===== config.mk =====
export PLATFORM = sky130hd
export DESIGN_NAME = preg_free_list
export DESIGN_NICKNAME = d
export VERILOG_FILES = /design/src/rtl/rename_pkg.sv /design/src/rtl/preg_free_list.sv
export SDC_FILE = /design/constraint.sdc
export NUM_CORES = 1
export LEC_CHECK = 0
export CAP_MARGIN = 20
export CORE_ASPECT_RATIO = 1.75
export CORE_MARGIN = 2
export CORE_UTILIZATION = 35
export DETAILED_ROUTE_END_ITERATION = 7
export PLACE_DENSITY = 0.5
export SLEW_MARGIN = 20
export SYNTH_ARGS = -nofsm -noshare
export SYNTH_HDL_FRONTEND = slang
export SYNTH_SLANG_ARGS = --single-unit
export TNS_END_PERCENT = 20

===== constraint.sdc =====
create_clock -name clk -period 2.8 [get_ports clk]
set_input_delay 0.56 -clock clk [delete_from_list [all_inputs] [get_ports clk]]
set_output_delay 0.56 -clock clk [all_outputs]
set_load 0.03 [all_outputs]

===== src/rtl/rename_pkg.sv =====
// Shared rename-stage definitions: register-file sizes, physical tag type and free-list FSM states.
package rename_pkg;

  localparam int NUM_REG_DEF   = 32;
  localparam int NUM_P_REG_DEF = 64;
  localparam int TAG_W_DEF     = $clog2(NUM_P_REG_DEF);

  typedef logic [TAG_W_DEF-1:0] preg_tag_t;

  typedef enum logic {
    FL_INIT  = 1'b0,
    FL_READY = 1'b1
  } fl_state_e;

endpackage


===== src/rtl/preg_free_list.sv =====
// Physical-register free list: circular FIFO of unbound tags, filled by an init walk after reset.
// Define FREE_LIST_BYPASS_EN to let a freed tag be granted in the same cycle when the list is empty.
module preg_free_list
  import rename_pkg::*;
#(
  parameter int NUM_REG   = NUM_REG_DEF,
  parameter int NUM_P_REG = NUM_P_REG_DEF,
  localparam int TAG_W    = $clog2(NUM_P_REG),
  localparam int NUM_FREE = NUM_P_REG - NUM_REG,
  localparam int CNT_W    = $clog2(NUM_FREE + 1)
) (
  input  logic             clk,
  input  logic             rst,
  input  logic             alloc_req,
  output logic             alloc_ready,
  output logic [TAG_W-1:0] alloc_tag,
  input  logic             free_valid,
  input  logic [TAG_W-1:0] free_tag,
  output logic [CNT_W-1:0] free_count,
  output logic             init_done,
  output logic             overflow_err,
  output fl_state_e        dbg_state
);

  localparam int PTR_W = (NUM_FREE > 1) ? $clog2(NUM_FREE) : 1;

  // Handshake: a tag transfers on the rising edge where alloc_req && alloc_ready;
  // alloc_tag is valid (and nonzero only) while alloc_ready is high, independent of alloc_req.

  fl_state_e        state_q, state_d;
  logic [PTR_W-1:0] idx_q, idx_d;
  logic [PTR_W-1:0] head_q, head_d;
  logic [PTR_W-1:0] tail_q, tail_d;
  logic [CNT_W-1:0] count_q, count_d;
  logic             ovf_q, ovf_d;

  logic [TAG_W-1:0] mem_q [NUM_FREE];
  logic             mem_we;
  logic [PTR_W-1:0] mem_waddr;
  logic [TAG_W-1:0] mem_wdata;

  logic in_ready, list_full, list_empty;
  logic push_cand, byp, pop, push;

  function automatic logic [PTR_W-1:0] next_ptr(input logic [PTR_W-1:0] p);
    return (p == PTR_W'(NUM_FREE - 1)) ? '0 : p + PTR_W'(1);
  endfunction

  always_comb begin
    in_ready   = (state_q == FL_READY);
    list_full  = (count_q == CNT_W'(NUM_FREE));
    list_empty = (count_q == '0);
    push_cand  = in_ready && free_valid && (free_tag != '0);
`ifdef FREE_LIST_BYPASS_EN
    byp        = push_cand && list_empty;
`else
    byp        = 1'b0;
`endif
    alloc_ready = (in_ready && !list_empty) || byp;
    if (byp) begin
      alloc_tag = free_tag;
    end else if (alloc_ready) begin
      alloc_tag = mem_q[head_q];
    end else begin
      alloc_tag = '0;
    end
    pop  = alloc_req && alloc_ready && !byp;
    // A bypassed tag that is taken goes straight to rename and never enters the FIFO.
    push = push_cand && !(byp && alloc_req) && (!list_full || pop);
  end

  always_comb begin
    state_d   = state_q;
    idx_d     = idx_q;
    head_d    = head_q;
    tail_d    = tail_q;
    count_d   = count_q;
    ovf_d     = ovf_q;
    mem_we    = 1'b0;
    mem_waddr = tail_q;
    mem_wdata = free_tag;
    case (state_q)
      FL_INIT: begin
        mem_we    = 1'b1;
        mem_waddr = idx_q;
        mem_wdata = TAG_W'(NUM_REG) + TAG_W'(idx_q);
        if (idx_q == PTR_W'(NUM_FREE - 1)) begin
          state_d = FL_READY;
          head_d  = '0;
          tail_d  = '0;
          count_d = CNT_W'(NUM_FREE);
        end else begin
          idx_d = idx_q + PTR_W'(1);
        end
      end
      FL_READY: begin
        if (pop) head_d = next_ptr(head_q);
        if (push) begin
          mem_we = 1'b1;
          tail_d = next_ptr(tail_q);
        end
        count_d = count_q + CNT_W'(push) - CNT_W'(pop);
        if (push_cand && list_full && !pop) ovf_d = 1'b1;
      end
      default: state_d = FL_INIT;
    endcase
  end

  always_ff @(posedge clk or posedge rst) begin
    if (rst) begin
      state_q <= FL_INIT;
      idx_q   <= '0;
      head_q  <= '0;
      tail_q  <= '0;
      count_q <= '0;
      ovf_q   <= 1'b0;
    end else begin
      state_q <= state_d;
      idx_q   <= idx_d;
      head_q  <= head_d;
      tail_q  <= tail_d;
      count_q <= count_d;
      ovf_q   <= ovf_d;
    end
  end

  always_ff @(posedge clk) begin
    if (mem_we) mem_q[mem_waddr] <= mem_wdata;
  end

  assign free_count   = count_q;
  assign init_done    = (state_q == FL_READY);
  assign overflow_err = ovf_q;
  assign dbg_state    = state_q;

endmodule


==> impl_metrics.ini <==
[synthesis]
synth-edff-count = 192
yosysSeqAreaShare_pct = 69.9
synthTopCellsByArea = edfxtp_1, mux4_2, dfrtp_1, ha_1, nor2_1
netlist_instances = 511
ys_warn_count = 0
synth_commonest_cells = edfxtp_1, mux4_2, nor2_1
synth.distinct_cells = 53
synth_nets = 536
synth_top_area_share_pct = 63.6
synth_ff_type = edfxtp_1
synth_area_leader_cell = edfxtp_1
synth.avg_cell_area_um2 = 17.7
yosysMostFrequentCell = edfxtp_1
async_flop_share_pct = 10.7
synth-seq-cells = 215
syn_area_um2 = 9070

[setup_path]
slowest_delay_ns = 0.48
cp_num_buf_inv = 4
critical_path.cell_chain = buf_6 > buf_12 > buf_6 > mux4_2 > a22o_1 > a221oi_2 > o22ai_1 > buf_4
endpoint = alloc_tag[0]
crit_family = compound AO/OA/AOI/OAI gates
crit_arrival_ns = 2.61
crit_path_start_kind = register
crit_type = register to output port
worstSetupStartpoint = head_q[0]$_DFFE_PP0P_
path_common_cell = buf_6
crit_required_ns = 2.24
reg2reg_to = free_count[4]$_DFFE_PP0N_
r2r_cells = 15
crit_slowest_cell = mux4_2
reg2reg_from = free_count[2]$_DFFE_PP0N_
rrSetupSlack_ns = -0.03
crit_fanout = 6
endpoint_kind = output port
crit_cells = 8

[floorplan]
coreArea_um2 = 25700
die-area_um2 = 27300
rows = 78
fp.dieH_um = 217
start_util_pct = 35.3
die_w_um = 126
io_pins = 26

[sta]
finalClockSkew_ns = 0.0117
tns_ns = -1.71
finalHoldViolations = 0
setup_violations = 7
fin_crit_ns = 3.17
slew_headroom_pct = 40.8
finalCritPeriodShare_pct = 113
slew_violations = 0
grt_setup_unrepaired = yes
worstMarginPinSlew_ns = 0.884
fmax_mhz = 316
worst_slack_ns = -0.368
hold-worst-slack_ns = 0.417

[place]
port_buffers = 25
dp_cells = 895
placed_cell_area_um2 = 10100
dp_hpwl_um = 14200
gp_congestion = 0.811

[drt]
vias_per_cell = 5.22
drc = 0
dr.pass1.iters = 4
wl_per_cell_um = 21.6
routed-via-count = 4906
finalWirelength_um = 20300
ant_nets = 0
drtIter0Drc = 357

[finish]
layout.nets = 631
finalInstanceArea_um2 = 11100
multi_input_area_um2 = 2640
fill_cells = 2285
syn2layout_area_growth_pct = 21.9
final_util_pct = 43.1
drive_gt1_share_pct = 30.0
regArea_um2 = 6340
layout.cells.non_filler = 940
antennaDiodeCount = 0

[clock_tree]
clock_sinks = 215
htree_levels = 1
clock_tree.buffer_depth = 3
numCtsBuffers = 20
cts_root_buffer = clkbuf_16
cts_tree = done
clk-insertion-delay-late_ns = 0.49
clkTransAtPathRegs_ns = 0.07
cts_hold_buf = 0

[global_routing]
grt_pass1_wl_um = 31900
grt_max_degree = 33
overflow = 0
grt_usage_pct = 15.3
grt_antenna_before_repair = 0
grt_pass1_vias = 5383

[power]
power_density_nw_per_um2 = 961
p_leak_nw = 3.82
ir_drop_mv = 0.651

[hold_path]
hp-class = input pin to asynchronous set/reset pin

[run_status]
status = complete, but fails checks
violations = setup timing

[job]
cap_violations = 0
## per-stage QoR
step,setup slack (ns),total power [mW]
final,-0.368,10.6
after global routing,-0.479,11.2
after floorplan,-0.0922,6.07
after CTS,-0.431,10.7
after detailed placement,-0.545,7.49
after global placement,-0.508,7.44
## registers in the layout, indices dropped and copies added, names as in the netlist
register	flops
mem_q	192
free_count	6
head_q	5
idx_q	5
tail_q	5
dbg_state	1
overflow_err	1
## area by class of cell
class	instances	share of cell area [%]
clock buffer	23	4.82
clock inverter	13	1.53
inverter	17	0.577
multi-input combinational	254	23.9
sequential	215	57.4
tap	320	3.62
timing repair buffer	98	8.19
## cells in the final DEF (no fill, tap or decap), types with 4 or more instances in the layout
master and instances:
o22ai_1 5, ha_1 13, clkdlybuf4s50_1 18, buf_6 7, nor2_1 40, a221oi_4 5
o31ai_1 4, edfxtp_1 192, inv_1 17, buf_12 4, mux4_2 46, xnor2_1 4
bufinv_16 4, a221oi_2 7, buf_4 66, nor3b_1 5, and3_1 8, nand2_1 25
mux2_2 4, dfrtp_1 21, nand3_1 11, o21ai_0 9, clkinv_1 4, clkbuf_16 21
a22o_1 13, a31oi_1 4
## power by group
part           switching (mW)  internal, mW
registers               0.170          3.76
logic                    2.01          1.79
clock network            1.15          1.74
## cells by family (layout without fill, tap and decap cells)
group	Yosys count	in the layout	share of synthesized area, %
flops	215	215	69.9
compound gates	73	73	6.55
fa+ha+maj	15	15	2.15
buf+inv	42	151	2.50
mux	53	53	12.7
simple gates	106	106	5.52
xor+xnor	7	7	0.676
## what timing repair did
item / in CTS / in global routing
setup buffers: 9 / 0
resized for setup: 29 / 11
endpoints found under the hold margin: 0 / 0
cloned: 2 / 0
endpoints found under the setup margin: 7 / 10
pin swaps: 7 / 8
## routing by layer
| metal | global-route usage [%] | wire length [um] | part of all wire [%] | vias up |
|---|---|---|---|---|
| li1 | - | - | - | 2251 |
| met1 | 17.4 | 7670 | 38 | 2537 |
| met2 | 29.6 | 11600 | 57 | 101 |
| met3 | 1.79 | 666 | 3.3 | 17 |
| met4 | 4.52 | 379 | 1.9 | 0 |
| met5 | 0 | 0 | 0 | - |
## how the worst min path moves through the flow
stage	startpoint	cells after the start	slack, ns	end
4_1_cts	rst	2	0.42	free_count[5]$_DFFE_PP0N_
6_report	rst	2	0.42	free_count[5]$_DFFE_PP0N_
3_5_place_dp	overflow_err$_DFFE_PP0P_	1	0.47	overflow_err$_DFFE_PP0P_
3_3_place_gp	overflow_err$_DFFE_PP0P_	1	0.49	overflow_err$_DFFE_PP0P_
2_1_floorplan	idx_q[0]$_DFFE_PP0P_	1	0.49	idx_q[0]$_DFFE_PP0P_
5_1_grt	rst	2	0.47	free_count[4]$_DFFE_PP0N_
(Power assumes the default switching activity.)
==> edit (config.mk and constraints unchanged) <==
Build with the macro `FREE_LIST_BYPASS_EN` defined.
--- a/src/rtl/preg_free_list.sv
+++ b/src/rtl/preg_free_list.sv
@@ -1,4 +1,6 @@
 // Physical-register free list: circular FIFO of unbound tags, filled by an init walk after reset.
 // Define FREE_LIST_BYPASS_EN to let a freed tag be granted in the same cycle when the list is empty.
+`define FREE_LIST_BYPASS_EN
+
 module preg_free_list
   import rename_pkg::*;
Check against the original RTL: no difference found for any inputs over 10 cycles, from zero or initial values and one cycle with rst high; that may be too few to reach the edited logic, so the function may still have changed.
==> edit against the unedited design <==
  * The flow still finishes with violations (setup timing)
  * Worst setup slack got worse by 0.14 ns
  * Global-route usage increased by 2.4 points
  * Wire length increased by 18%
  * Final area increased by 5.7%
  * Sequential cell count unchanged
  * Total power increased by 1.2%
  * Cell count increased by 14%
  * Fmax decreased by 4.2%
  * First-iteration DRC count increased by 15%
  * Synthesized area increased by 1.5%
  * Critical path type unchanged
  * Largest cell class unchanged
  * Highest routed layer unchanged
==> edit: results (changes against the unedited design) <==
\begin{tabular}{lr}
\hline
Metric & Value \\
\hline
\multicolumn{2}{l}{\textbf{Yosys}} \\
Main area contributors after synthesis & sky130\_fd\_sc\_hd\_\_edfxtp\_1 63\%, sky130\_fd\_sc\_hd\_\_dfrtp\_1 6.3\%, sky130\_fd\_sc\_hd\_\_mux4\_2 5.6\% (was sky130\_fd\_sc\_hd\_\_edfxtp\_1 64\%, sky130\_fd\_sc\_hd\_\_mux4\_2 11\%, sky130\_fd\_sc\_hd\_\_dfrtp\_1 6.3\%) \\
Mapped Nets & 613 (was 536) \\
Multiplexer fraction of the synthesized cell area & 11.5\% (was 12.7\%) \\
Commonest cells post-synth & 192 x sky130\_fd\_sc\_hd\_\_edfxtp\_1, 52 x sky130\_fd\_sc\_hd\_\_nor2\_1, 49 x sky130\_fd\_sc\_hd\_\_mux2i\_1, 48 x sky130\_fd\_sc\_hd\_\_nand2\_1 (was 192 x sky130\_fd\_sc\_hd\_\_edfxtp\_1, 44 x sky130\_fd\_sc\_hd\_\_mux4\_2, 40 x sky130\_fd\_sc\_hd\_\_nor2\_1, 25 x sky130\_fd\_sc\_hd\_\_nand2\_1, 23 x sky130\_fd\_sc\_hd\_\_dfrtp\_1) \\
Syn Inst Count & 588 (was 511) \\
\multicolumn{2}{l}{\textbf{GRT}} \\
GR Util All Layers & 17.7\% (was 15.3\%) \\
Vias in the first global route & 6104 (was 5383) \\
Wire length of the first global-routing pass & 36400 um (was 31900 um) \\
\multicolumn{2}{l}{\textbf{Power}} \\
Worst-case vdd ir drop & 0.000438 V (was 0.000651 V) \\
\multicolumn{2}{l}{\textbf{Critical path}} \\
Slowest library cell on the worst path & sky130\_fd\_sc\_hd\_\_dfrtp\_4 (was sky130\_fd\_sc\_hd\_\_mux4\_2) \\
Data arrival, critical path & 2.75 ns (was 2.61 ns) \\
Maximum cell stage delay along the critical path & 0.53 ns (was 0.48 ns) \\
Reg2Reg Depth & 14 (was 15) \\
Launch instance of the worst register-to-register path & free\_count[4]\$\_DFFE\_PP0N\_ (was free\_count[2]\$\_DFFE\_PP0N\_) \\
\multicolumn{2}{l}{\textbf{Place}} \\
Area post-placement & 10600 um2 (was 10100 um2) \\
Placed cell count & 1019 (was 895) \\
DPL Wire Length & 17200 um (was 14200 um) \\
\multicolumn{2}{l}{\textbf{Clocking}} \\
Insertion delay to the later sink of the worst-skew pair & 0.51 ns (was 0.49 ns) \\
\multicolumn{2}{l}{\textbf{Outcome}} \\
Status & finished, violations left (unchanged) \\
Violated checks & setup timing (unchanged) \\
\multicolumn{2}{l}{\textbf{Layout}} \\
Total Nets Final & 761 (was 631) \\
Fraction of final layout cells sized beyond drive strength 1 & 30.8\% (was 30.0\%) \\
\multicolumn{2}{l}{\textbf{Timing}} \\
Worst clock skew & 0.0117 ns (about the same) \\
Final setup vio count & 8 (was 7) \\
Worst setup slack after layout & -0.507 ns (was -0.368 ns) \\
Headroom to the max-slew limit & 33.8\% (was 40.8\%) \\
\multicolumn{2}{l}{\textbf{Drt}} \\
Final wirelength & 24000 um (was 20300 um) \\
\hline
\end{tabular}
## edit: cell type report
cell class,count,area (um2)
multi-input combinational,333,2880
clock inverter,13,149
timing repair buffer,150,1320
inverter,15,56.3
clock buffer,25,541
sequential,215,6350
fill,2242,14200
tap,320,400
## edit: kinds of logic after synthesis
logic type / Yosys count
flops: 215
simple gates: 159
compound gates: 78
mux: 75
buf+inv: 40
fa+ha+maj: 15
xor+xnor: 6
## edit: repair_timing
item | CTS | global route
gates cloned | 0 | 0
resized for setup | 62 | 11
pin swaps | 8 | 9
setup endpoints to repair | 9 | 9
buffers inserted | 9 | 5
## edit: report_power, final
group	switching, mW	internal (mW)
logic	2.10	1.90
clock network	1.21	1.67
registers	0.139	3.73
## edit: per-layer routing
layer / vias up / track usage (%) / wire length, um / share of wire (%)
met1: 2798 / 18.1 / 8660 / 36
met4: 0 / 9.41 / 1340 / 5.6
li1: 2574 / - / - / -
met5: - / 0 / 0 / 0
met3: 52 / 2.18 / 634 / 2.6
met2: 102 / 34.2 / 13300 / 56
